### src/rtl/mastermind_game_ctrl.sv
// Mastermind game controller: latches the secret code, accepts one guess at a time,
// scores it serially (exact pegs, then per-colour minimum counts) and tracks turns/win.
module mastermind_game_ctrl #(
   parameter int unsigned PEGS      = 4,
   parameter int unsigned CW        = 3,
   parameter int unsigned MAX_TURNS = 8,
   parameter int unsigned CNTW      = $clog2(PEGS + 1),
   parameter int unsigned TW        = $clog2(MAX_TURNS + 1)
) (
   input  logic                 clk,
   input  logic                 rst,
   input  logic                 start,
   input  logic [PEGS*CW-1:0]   code_in,
   input  logic                 guess_valid,
   input  logic [PEGS*CW-1:0]   guess_in,
   output logic                 guess_ready,
   output logic                 score_valid,
   output logic [CNTW-1:0]      exact,
   output logic [CNTW-1:0]      partial,
   output logic [TW-1:0]        turn,
   output logic                 win,
   output logic                 game_over
);

   localparam int unsigned NCOL = 2 ** CW;
   localparam int unsigned IW   = (PEGS > 1) ? $clog2(PEGS) : 1;
   localparam int unsigned DW   = PEGS * CW;

   typedef enum logic [2:0] {
      S_IDLE   = 3'd0,
      S_PLAY   = 3'd1,
      S_EXACT  = 3'd2,
      S_COLOR  = 3'd3,
      S_REPORT = 3'd4,
      S_DONE   = 3'd5
   } state_t;

   state_t            state_q, state_d;
   logic [DW-1:0]     code_q, code_d;
   logic [DW-1:0]     guess_q, guess_d;
   logic [IW-1:0]     idx_q, idx_d;
   logic [CW-1:0]     col_q, col_d;
   logic [CNTW-1:0]   ex_acc_q, ex_acc_d;
   logic [CNTW-1:0]   m_acc_q, m_acc_d;
   logic [CNTW-1:0]   exact_q, exact_d;
   logic [CNTW-1:0]   partial_q, partial_d;
   logic [TW-1:0]     turn_q, turn_d;
   logic              win_q, win_d;
   logic              score_valid_q, score_valid_d;
   logic              guess_ready_q, guess_ready_d;
   logic              game_over_q, game_over_d;

   logic              hit_c;
   logic [CNTW-1:0]   cc_c, gc_c, min_c, m_fin_c;

   // State and datapath registers
   always_ff @(posedge clk) begin
      if (rst) begin
         state_q       <= S_IDLE;
         code_q        <= '0;
         guess_q       <= '0;
         idx_q         <= '0;
         col_q         <= '0;
         ex_acc_q      <= '0;
         m_acc_q       <= '0;
         exact_q       <= '0;
         partial_q     <= '0;
         turn_q        <= '0;
         win_q         <= 1'b0;
         score_valid_q <= 1'b0;
         guess_ready_q <= 1'b0;
         game_over_q   <= 1'b0;
      end else begin
         state_q       <= state_d;
         code_q        <= code_d;
         guess_q       <= guess_d;
         idx_q         <= idx_d;
         col_q         <= col_d;
         ex_acc_q      <= ex_acc_d;
         m_acc_q       <= m_acc_d;
         exact_q       <= exact_d;
         partial_q     <= partial_d;
         turn_q        <= turn_d;
         win_q         <= win_d;
         score_valid_q <= score_valid_d;
         guess_ready_q <= guess_ready_d;
         game_over_q   <= game_over_d;
      end
   end

   // Per-peg exact hit at idx_q and per-colour occurrence counts at col_q
   always_comb begin
      hit_c = 1'b0;
      cc_c  = '0;
      gc_c  = '0;
      for (int i = 0; i < PEGS; i++) begin
         if (IW'(i) == idx_q) hit_c = (guess_q[i*CW +: CW] == code_q[i*CW +: CW]);
         if (code_q[i*CW +: CW] == col_q)  cc_c = cc_c + CNTW'(1);
         if (guess_q[i*CW +: CW] == col_q) gc_c = gc_c + CNTW'(1);
      end
      min_c   = (cc_c < gc_c) ? cc_c : gc_c;
      m_fin_c = m_acc_q + min_c;
   end

   // Next-state logic; start overrides everything, including a same-cycle handshake
   always_comb begin
      state_d = state_q;
      if (start) begin
         state_d = S_PLAY;
      end else begin
         unique case (state_q)
            S_IDLE:   state_d = S_IDLE;
            S_PLAY:   if (guess_valid) state_d = S_EXACT;
            S_EXACT:  if (idx_q == IW'(PEGS - 1)) state_d = S_COLOR;
            S_COLOR:  if (col_q == CW'(NCOL - 1)) state_d = S_REPORT;
            S_REPORT: begin
               if (win_q || (turn_q == TW'(MAX_TURNS))) state_d = S_DONE;
               else                                     state_d = S_PLAY;
            end
            S_DONE:   state_d = S_DONE;
            default:  state_d = S_IDLE;
         endcase
      end
   end

   // Datapath and output updates; the score is registered on the last colour cycle so
   // exact/partial/turn/win are already valid while score_valid is high (REPORT)
   always_comb begin
      code_d        = code_q;
      guess_d       = guess_q;
      idx_d         = idx_q;
      col_d         = col_q;
      ex_acc_d      = ex_acc_q;
      m_acc_d       = m_acc_q;
      exact_d       = exact_q;
      partial_d     = partial_q;
      turn_d        = turn_q;
      win_d         = win_q;
      score_valid_d = 1'b0;
      if (start) begin
         code_d    = code_in;
         idx_d     = '0;
         col_d     = '0;
         ex_acc_d  = '0;
         m_acc_d   = '0;
         exact_d   = '0;
         partial_d = '0;
         turn_d    = '0;
         win_d     = 1'b0;
      end else begin
         unique case (state_q)
            S_PLAY: begin
               if (guess_valid) begin
                  guess_d  = guess_in;
                  idx_d    = '0;
                  col_d    = '0;
                  ex_acc_d = '0;
                  m_acc_d  = '0;
               end
            end
            S_EXACT: begin
               ex_acc_d = ex_acc_q + CNTW'(hit_c);
               idx_d    = (idx_q == IW'(PEGS - 1)) ? '0 : idx_q + IW'(1);
            end
            S_COLOR: begin
               m_acc_d = m_fin_c;
               col_d   = col_q + CW'(1);
               if (col_q == CW'(NCOL - 1)) begin
                  score_valid_d = 1'b1;
                  exact_d       = ex_acc_q;
                  partial_d     = m_fin_c - ex_acc_q;
                  turn_d        = turn_q + TW'(1);
                  win_d         = (ex_acc_q == CNTW'(PEGS));
               end
            end
            default: ;
         endcase
      end
      guess_ready_d = (state_d == S_PLAY);
      game_over_d   = (state_d == S_DONE);
   end

   assign guess_ready = guess_ready_q;
   assign score_valid = score_valid_q;
   assign exact       = exact_q;
   assign partial     = partial_q;
   assign turn        = turn_q;
   assign win         = win_q;
   assign game_over   = game_over_q;

endmodule

### config.mk
export PLATFORM = sky130hd
export DESIGN_NAME = mastermind_game_ctrl
export DESIGN_NICKNAME = d
export VERILOG_FILES = /design/src/rtl/mastermind_game_ctrl.sv
export SDC_FILE = /design/constraint.sdc
export NUM_CORES = 1
export LEC_CHECK = 0
export ABC_AREA = 1
export BUFFER_PORTS_ARGS = -buffer_cell sky130_fd_sc_hd__buf_2
export CORE_MARGIN = 1
export CORE_UTILIZATION = 50
export DETAILED_ROUTE_END_ITERATION = 7
export GPL_TIMING_DRIVEN = 0
export PLACE_DENSITY = 0.69
export SYNTH_ARGS = -nofsm -noshare
export SYNTH_HDL_FRONTEND = slang
export SYNTH_SLANG_ARGS = --single-unit
### constraint.sdc
create_clock -name clk -period 4.8 [get_ports clk]
set_input_delay 0.48 -clock clk [delete_from_list [all_inputs] [get_ports clk]]
set_output_delay 0.48 -clock clk [all_outputs]
set_load 0.005 [all_outputs]
==> results of run 1 <==
==> tightest hold or removal path: stages <==
cell     delay [ps]
buf_2            90
nand2_1          50
a21oi_1          50
==> worst max-delay path by stage <==
stage                                startpoint                      end  slack [ps]  depth (start not counted)
after detailed placement  col_q[0]$_SDFFE_PP0P_  partial[2]$_SDFFE_PP0P_         250                         26
after floorplan           col_q[0]$_SDFFE_PP0P_  partial[2]$_SDFFE_PP0P_         740                         25
final                     col_q[0]$_SDFFE_PP0P_  partial[2]$_SDFFE_PP0P_         390                         25
after global routing      col_q[1]$_SDFFE_PP0P_  partial[2]$_SDFFE_PP0P_          20                         25
after global placement    col_q[0]$_SDFFE_PP0P_  partial[2]$_SDFFE_PP0P_         360                         26
after CTS                 col_q[0]$_SDFFE_PP0P_  partial[2]$_SDFFE_PP0P_         230                         26
==> stage by stage <==
stage / std cells / util, % / area, um2 / power [uW]
finish: 524 / 60.3 / 3420 / 966
global route: 524 / 60.3 / 3420 / 1030
CTS: 524 / 60.1 / 3410 / 976
detailed placement: 516 / 58.4 / 3310 / 707
global placement: 516 / 58.4 / 3310 / 699
floorplan: 403 / - / 3020 / 649
==> what timing repair did <==
item / CTS / global route
setup endpoints to repair: 0 / 1
gates resized for setup: 0 / 3
hold endpoints to repair: 0 / 0
==> state kept, by name, summed over array words and instances (netlist names) <==
register     cells
partial          3
guess_q         12
idx_q            2
state_q          3
code_q          12
guess_ready      1
win              1
exact            3
game_over        1
ex_acc_q         3
col_q            3
score_valid      1
m_acc_q          3
turn             4
==> routing by layer <==
metal / global-route usage [%] / wire, um
met5: 0 / 0
met4: 5.45 / 55
met2: 32.2 / 2710
met3: 3.09 / 208
met1: 28.3 / 3130
==> placed cells by master (no fill, tap or decap), types with 8 or more instances in the layout <==
cell     netlist  routed
xnor2_1       29      29
ha_1          22      22
nand3_1       10      10
o21ai_0        8       8
inv_1         42      42
buf_2          3      44
nand2_2       13      13
nor2_1        24      23
a21oi_1       42      41
nand2_1      104     104
dfxtp_1       52      52
==> area by class of cell <==
cell class	count	area share, %
multi-input combinational	292	50.8
sequential	52	30.4
timing repair buffer	41	6.00
inverter	47	5.23
tap	72	2.63
buffer	12	2.08
clock buffer	5	2.01
clock inverter	3	0.804
==> cells by family after synthesis <==
group	Yosys count	share of synthesized area, %
buffers and inverters	59	8.29
flip-flops	52	34.5
XOR/XNOR	37	11.2
AO/OA/AOI/OAI	61	10.9
AND/OR/NAND/NOR	170	24.6
adder cells (fa/ha/maj)	24	10.4
==> power breakdown <==
part / internal, uW / switching [uW] / total, uW / leakage (uW)
combinational: 101 / 146 / 246 / 0.00104
clock: 107 / 160 / 267 / 0.0000463
sequential: 442 / 10.8 / 452 / 0.000422
total: 650 / 316 / 966 / 0.00151
==> metrics.cfg, run 1 <==
[clock_network]
root_buffer = clkbuf_8
cts_setup_buffers = 0
clock_path_buffers = 2
clkTransAtPathRegs_ps = 110
postCtsHoldBufs = 0
clk_latency_ps = 320
cts.sinks = 52
cts-htree-levels = 2
cts-buffers-inserted = 5
cts_tree = yes

[layout]
drive_gt1_share_pct = 18.6
seqCellArea_um2 = 1040
final_nets = 503
num_antenna_cells = 0
multi_input_area_um2 = 1740
nFillCells = 580
area_delta_synth_final_pct = 13.3

[route]
viasPerCell = 4.85
drt_first_pass_iters = 4
drt_wl_total_um = 6110
ant_nets = 0
drt_iter0_drc = 105
routedWlPerCell_um = 11.7
drc = 0
route.vias.total = 2543

[grt]
grt_start_max_net_pins = 19
overflow = 0
grt_usage_pct = 20.3
grt_pass1_vias = 2156
grt_pass1_wl_um = 10000
antenna_found_initial = 0

[worst_setup_path]
path_max_fanout = 9
crit_slowest_cell = fa_1
endpoint_kind = register
reg2reg_slack_ps = 390
worst_ep_required_time_ps = 5030
cp.arrival_ps = 4630
startpoint_type = register
rr_worst_depth = 25
cp_num_buf_inv = 5
r2r_start = col_q[0]$_SDFFE_PP0P_
crit_type = register to register
critical_path.max_stage_delay_ps = 500
path_delay_family = adder cells
r2r_end = partial[2]$_SDFFE_PP0P_

[sta]
holdWs_ps = 407
setup_viol = 0
rsz0062_at_grt = false
max_freq_mhz = 227
finalHoldViolations = 0
min_period_over_period_pct = 91.8
worst_pin_slew_ps = 488
worst_slack_ps = 393
slew_headroom_pct = 67.4
slew_viol_final = 0
fin_skew_ps = 11.4
setup_tns_ps = 0
layout_min_cycle_time_ps = 4410

[logic_synthesis]
yosys.area.top_type = dfxtp_1
synth_ff_type = dfxtp_1
synth_top_area_share_pct = 34.5
synthCells = 403
async_flop_share_pct = 0
synthTopCellsByArea = dfxtp_1 34%, nand2_1 13%, ha_1 9.1%
synth-seq-cells = 52
yosysMostFrequentCell = nand2_1
synth_nets = 455
synth_area_um2 = 3020
yosysWarnings = 0
synthTopCellsByCount = 104 x nand2_1, 52 x dfxtp_1, 42 x a21oi_1, 42 x inv_1, 29 x xnor2_1
synth_edf_count = 0
ys_seq_area_share_pct = 34.5
yosys.cell_types.count = 33
synth_area_per_cell_um2 = 7.49

[min_path]
hold_depth = 3
min_from = code_in[7]
hold_path_end = code_q[7]$_SDFFE_PP0P_
hold_class = primary input to register

[floorplanning]
core.rowCount = 27
fp.dieW_um = 79.7
io_pins = 42
die_h_um = 79.7
start_util_pct = 53.2
design.core.area_um2 = 5680
die_area_um2 = 6350

[outcome]
status = completed

[placed_design]
pre_cts_slack_ps = 251
hpwlAfterDp_um = 4800
io_buffers = 41
place.gp.congestion = 0.832

[power_and_ir_drop]
p_per_area_nw_per_um2 = 282
ir_drop_mv = 0.145
leakagePower_uw = 0.00151

[run]
cap_violations = 0

Note: power is estimated with default switching activity, not from simulation.
==> run 2: changes to the inputs <==
--- a/config.mk
+++ b/config.mk
@@ -11,7 +11,7 @@
 export CORE_UTILIZATION = 50
 export DETAILED_ROUTE_END_ITERATION = 7
 export GPL_TIMING_DRIVEN = 0
-export PLACE_DENSITY = 0.69
+export PLACE_DENSITY = 0.72
 export SYNTH_ARGS = -nofsm -noshare
 export SYNTH_HDL_FRONTEND = slang
 export SYNTH_SLANG_ARGS = --single-unit
==> constraint.sdc (replaced) <==
create_clock -name clk -period 3.6 [get_ports clk]
set_input_delay 0.72 -clock clk [delete_from_list [all_inputs] [get_ports clk]]
set_output_delay 0.72 -clock clk [all_outputs]
set_load 0.005 [all_outputs]
==> metrics.cfg, run 2 (same netlist as run 1, synthesis figures left out) <==
[grt]
grt_usage_pct = 21.8  ; +1.5 points
overflow = 0  ; unchanged
grt_start_max_net_pins = 18  ; -1
grt_use_met2_pct = 37.4  ; +5.2 points
use_met1_pct = 28.3  ; +0.029 points
met3_usage_pct = 3.20  ; +0.11 points
grt_pass1_wl_um = 10700  ; +6.0%
top_usage_layer = met2
grt_pass1_vias = 2379  ; +10%
antenna_found_initial = 0  ; unchanged

[floorplanning]
io_pins = 42  ; unchanged
die_area_um2 = 6350  ; unchanged
start_util_pct = 53.2  ; unchanged
core.rowCount = 27  ; unchanged
die_h_um = 79.7  ; unchanged
fp.dieW_um = 79.7  ; unchanged
design.core.area_um2 = 5680  ; unchanged

[worst_setup_path]
r2r_end = partial[2]$_SDFFE_PP0P_
crit_slowest_cell = fa_2
endpoint_kind = register
reg2reg_slack_ps = -600  ; -990 ps
path_max_fanout = 7  ; -2
critical_path.max_stage_delay_ps = 470  ; -30 ps
crit_type = register to register
r2r_start = col_q[0]$_SDFFE_PP0P_
rr_worst_depth = 25  ; unchanged
worst_ep_required_time_ps = 3820  ; -1210 ps
startpoint_type = register
cp.arrival_ps = 4420  ; -210 ps
crit_top_cell = nand2_1

[min_path]
hold_depth = 2  ; -1
hold_class = register to register
hold_path_end = partial[1]$_SDFFE_PP0P_
min_from = partial[1]$_SDFFE_PP0P_

[power_and_ir_drop]
power.total_uw = 1380  ; +43%
leakagePower_uw = 0.00160  ; +6.0%
p_per_area_nw_per_um2 = 372  ; +32%
ir_drop_mv = 0.268  ; +85%

[sta]
fin_skew_ps = 13.7  ; +2.34 ps
slew_viol_final = 0  ; unchanged
holdWs_ps = 473  ; +65.6 ps
slew_headroom_pct = 62.6  ; -4.9 points
rsz0062_at_grt = true
max_freq_mhz = 238  ; +4.9%
layout_min_cycle_time_ps = 4200  ; -206 ps
worst_slack_ps = -601  ; -994 ps
setup_viol = 4  ; +4
finalHoldViolations = 0  ; unchanged
worst_pin_slew_ps = 559  ; +71.1 ps
min_period_over_period_pct = 117  ; +25 points

[clock_network]
clock_path_buffers = 2  ; unchanged
cts-buffers-inserted = 5  ; unchanged
root_buffer = clkbuf_8
cts.sinks = 52  ; unchanged
clkTransAtPathRegs_ps = 110  ; about the same
clk_latency_ps = 320  ; about the same
postCtsHoldBufs = 0  ; unchanged
cts-htree-levels = 2  ; unchanged
cts_tree = yes

[placed_design]
place.gp.congestion = 0.824  ; -0.96%
hpwlAfterDp_um = 4910  ; +2.4%
io_buffers = 41  ; unchanged

[run]
cap_violations = 0  ; unchanged

[layout]
num_antenna_cells = 0  ; unchanged
layout_commonest_cell = nand2_1
final_nets = 515  ; +2.4%
final_cell_mix = 103 x nand2_1, 48 x dfxtp_1, 44 x buf_2, 40 x a21oi_1, 38 x inv_1
drive_gt1_share_pct = 27.6  ; +9.0 points
area_delta_synth_final_pct = 22.7

[route]
ant_nets = 0  ; unchanged
drt_wl_total_um = 6650  ; +9.0%
route.vias.total = 2656  ; +4.4%
drt_iter0_drc = 93  ; -11%
drt_first_pass_iters = 4  ; unchanged
viasPerCell = 4.96  ; +2.1%
drc = 0  ; unchanged
routedWlPerCell_um = 12.4  ; +6.6%

[outcome]
status = finished, violations left
violations = negative setup slack

-- run 2: critical path: cells and delay by family, from the launching register on --
kind,cells,cell delay [ps]
buffers and inverters,5,360
xor gates and xnor gates,4,610
AOI/OAI and AO/OA,2,270
and+or+nand+nor,8,720
adders and majority gates,6,1770
DFF,1,350
-- run 2: cell type report --
| class | count | area, um2 |
|---|---|---|
| clock buffer | 5 | 68.8 |
| tap | 72 | 90.1 |
| sequential | 52 | 1050 |
| buffer | 11 | 68.8 |
| inverter | 47 | 181 |
| fill | 505 | 1970 |
| timing repair buffer | 54 | 303 |
| clock inverter | 3 | 23.8 |
| multi-input combinational | 292 | 1920 |
-- run 2: through the flow --
| stage | util, % | cell area, um2 | cells | setup TNS [ps] | setup slack [ps] |
|---|---|---|---|---|---|
| 6_report | 65.3 | 3700 | 536 | -1390 | -601 |
| 5_1_grt | 65.3 | 3700 | 536 | -2220 | -864 |
| 4_1_cts | 63.2 | 3590 | 534 | -1200 | -557 |
| 3_5_place_dp | 59.0 | 3350 | 516 | -1710 | -780 |
| 3_3_place_gp | 59.0 | 3350 | 516 | -1290 | -648 |
| 2_1_floorplan | - | 3050 | 403 | -438 | -321 |
-- run 2: repair_timing --
item	CTS	global route
resized for setup	15	19
pin swaps	22	19
buffers inserted	11	2
endpoints found under the setup margin	4	5
-- run 2: power breakdown --
part | internal (uW) | switching, uW | total [uW]
Combinational | 203 | 227 | 431
Clock | 138 | 205 | 343
Sequential | 588 | 15.5 | 604
-- run 2: how the worst max path moves through the flow --
stage	to	slack [ps]	cells after the start	from
6_report	partial[2]$_SDFFE_PP0P_	-600	25	col_q[0]$_SDFFE_PP0P_
5_1_grt	partial[2]$_SDFFE_PP0P_	-860	25	col_q[1]$_SDFFE_PP0P_
2_1_floorplan	partial[2]$_SDFFE_PP0P_	-320	25	col_q[1]$_SDFFE_PP0P_
3_3_place_gp	partial[2]$_SDFFE_PP0P_	-650	25	col_q[0]$_SDFFE_PP0P_
4_1_cts	partial[2]$_SDFFE_PP0P_	-560	26	col_q[0]$_SDFFE_PP0P_
3_5_place_dp	partial[2]$_SDFFE_PP0P_	-780	25	col_q[1]$_SDFFE_PP0P_
-- run 2: per-layer routing --
metal  part of all wire, %  wire length [um]  up-vias
li1                      -                 -     1396
met5                     0                 0        -
met1                    47              3150     1212
met3                   2.6               176        7
met4                   1.0                68        0
met2                    49              3260       41
==> run 3: changes to the inputs <==
--- a/config.mk
+++ b/config.mk
@@ -8,10 +8,11 @@
 export ABC_AREA = 1
 export BUFFER_PORTS_ARGS = -buffer_cell sky130_fd_sc_hd__buf_2
 export CORE_MARGIN = 1
-export CORE_UTILIZATION = 50
+export CORE_UTILIZATION = 45
+export CTS_CLUSTER_SIZE = 8
 export DETAILED_ROUTE_END_ITERATION = 7
 export GPL_TIMING_DRIVEN = 0
-export PLACE_DENSITY = 0.72
+export PLACE_DENSITY = 0.66
 export SYNTH_ARGS = -nofsm -noshare
 export SYNTH_HDL_FRONTEND = slang
 export SYNTH_SLANG_ARGS = --single-unit
==> metrics.cfg, run 3 (same netlist as run 1, synthesis figures left out) <==
[sta]
finalHoldViolations = 0  ; unchanged
rsz0062_at_grt = true
max_freq_mhz = 243  ; +2.2%
holdWs_ps = 470  ; -2.87 ps
min_period_over_period_pct = 114  ; -2.5 points
slew_headroom_pct = 67.4  ; +4.8 points
worst_slack_ps = -511  ; +89.9 ps
slew_viol_final = 0  ; unchanged
layout_min_cycle_time_ps = 4110  ; -89.9 ps
fin_skew_ps = 11.1  ; -2.57 ps
worst_pin_slew_ps = 489  ; -70.2 ps
setup_viol = 3  ; -1

[run]
cap_violations = 0  ; unchanged

[layout]
layout_commonest_cell = nand2_1
drive_gt1_share_pct = 31.0  ; +3.4 points
final_util_pct = 59.5  ; -5.7 points
nFillCells = 583  ; +15%
multi_input_area_um2 = 1990  ; +3.6%
final_nets = 522  ; +1.4%
area_delta_synth_final_pct = 26.6
seqCellArea_um2 = 1050  ; +0.12%
num_antenna_cells = 0  ; unchanged
final_cell_mix = 98 x nand2_1, 49 x dfxtp_1, 44 x buf_2, 39 x a21oi_1, 36 x inv_1

[grt]
grt_start_max_net_pins = 17  ; -1
antenna_found_initial = 0  ; unchanged
overflow = 0  ; unchanged
grt_pass1_vias = 2552  ; +7.3%
grt_pass1_wl_um = 11300  ; +6.5%
grt_usage_pct = 19.9  ; -1.8 points

[min_path]
hold_class = register to register
hold_path_end = exact[2]$_SDFFE_PP0P_
min_from = exact[2]$_SDFFE_PP0P_
hold_depth = 2  ; unchanged

[worst_setup_path]
path_max_fanout = 8  ; +1
r2r_end = partial[2]$_SDFFE_PP0P_
cp-startpoint = col_q[2]$_SDFFE_PP0P_
worst_ep_required_time_ps = 3820  ; about the same
r2r_start = col_q[2]$_SDFFE_PP0P_
reg2reg_slack_ps = -510  ; +90 ps
endpoint_kind = register
startpoint_type = register
crit_type = register to register
rr_worst_depth = 27  ; +8.0%
cp.arrival_ps = 4330  ; -90 ps

[clock_network]
cts-htree-levels = 2  ; unchanged
postCtsHoldBufs = 0  ; unchanged
clkTransAtPathRegs_ps = 100  ; about the same
clock_path_buffers = 2  ; unchanged
root_buffer = clkbuf_8
cts.sinks = 52  ; unchanged
clk_latency_ps = 310  ; about the same
cts-buffers-inserted = 5  ; unchanged
cts_tree = yes

[route]
viasPerCell = 4.87  ; -1.6%
route.vias.total = 2671  ; +0.56%
ant_nets = 0  ; unchanged
drc = 0  ; unchanged
routedWlPerCell_um = 12.2  ; -1.3%
drt_first_pass_iters = 4  ; unchanged
drt_iter0_drc = 78  ; -16%
drt_wl_total_um = 6710  ; +0.87%

[power_and_ir_drop]
leakagePower_uw = 0.00165  ; +2.9%
p_per_area_nw_per_um2 = 374  ; +0.48%
ir_drop_mv = 0.201  ; -25%

[floorplanning]
die_area_um2 = 7040  ; +11%
fp.dieW_um = 83.9  ; +5.3%
start_util_pct = 47.0  ; -6.2 points
core.rowCount = 29  ; +7.4%
io_pins = 42  ; unchanged
design.core.area_um2 = 6420  ; +13%
die_h_um = 83.9  ; +5.3%

[outcome]
violations = negative setup slack
status = finished, violations left

[placed_design]
io_buffers = 41  ; unchanged
hpwlAfterDp_um = 4850  ; -1.3%
place.gp.congestion = 0.810  ; -1.8%

## run 3: changes by cell type in the layout (fill, tap and decap cells not counted), sizes merged
cell | previous run | this run
buf | 59 | 66
clkinv | 2 | 4
clkinvlp | 2 | 0
## run 3: metal layers
layer | track usage, % | vias up | part of all wire [%] | wire, um
met5 | 0 | - | 0 | 0
met4 | 6.27 | 0 | 1.1 | 74
met3 | 2.77 | 7 | 3.2 | 215
met2 | 34.7 | 36 | 50 | 3350
met1 | 25.4 | 1222 | 46 | 3070
li1 | - | 1406 | - | -
## run 3: power breakdown
| part | leakage, uW | switching (uW) | internal (uW) |
|---|---|---|---|
| Clock | 0.0000479 | 197 | 136 |
| Combinational | 0.00117 | 257 | 236 |
| Sequential | 0.000425 | 15.5 | 587 |
| Total | 0.00165 | 469 | 959 |
## run 3: per-stage QoR
| stage | setup slack [ps] | instances | setup TNS (ps) | power [uW] | instance area [um2] |
|---|---|---|---|---|---|
| after floorplan | -321 | 403 | -438 | 877 | 3050 |
| after global placement | -639 | 521 | -1270 | 946 | 3360 |
| after detailed placement | -769 | 521 | -1670 | 955 | 3360 |
| after CTS | -597 | 541 | -1180 | 1340 | 3610 |
| after global routing | -718 | 548 | -1560 | 1530 | 3820 |
| final | -511 | 548 | -962 | 1430 | 3820 |
## run 3: cell type report
| class | instances | area share, % |
|---|---|---|
| Sequential cell | 52 | 27.5 |
| Clock buffer | 5 | 1.80 |
| Inverter | 47 | 4.74 |
| Tap cell | 77 | 2.52 |
| Buffer | 10 | 1.51 |
| Timing Repair Buffer | 62 | 9.49 |
| Clock inverter | 3 | 0.491 |
| Multi-Input combinational cell | 292 | 52.0 |
## run 3: critical path, stage by stage, from the launching register on
cell	delay [ps]
dfxtp_2	350
buf_12	150
xnor2_2	140
and3_4	230
ha_4	210
nand4_1	120
nand2_2	80
buf_4	130
buf_4	120
buf_4	120
buf_4	120
buf_4	120
buf_4	130
nand2_2	60
nand2_2	70
nand2_2	60
nand2_2	70
nand2_2	70
nand2_1	60
nand2_1	80
ha_2	170
fa_2	450
fa_2	370
xnor2_2	140
xor2_1	170
nand2_1	70
o211ai_1	80
inv_1	50
## run 3: worst max path at each step
stage	slack, ps	cells after the start	end
floorplan	-320	25	partial[2]$_SDFFE_PP0P_
CTS	-600	26	partial[2]$_SDFFE_PP0P_
finish	-510	27	partial[2]$_SDFFE_PP0P_
detailed placement	-770	25	partial[2]$_SDFFE_PP0P_
global route	-720	27	partial[2]$_SDFFE_PP0P_
global placement	-640	25	partial[2]$_SDFFE_PP0P_
## run 3: repair_timing
action                     4_1_cts  5_1_grt
setup buffers                   12        9
cloned                           0        0
setup endpoints to repair        4        4
pin swaps                       15       19
gates resized for setup         14       34
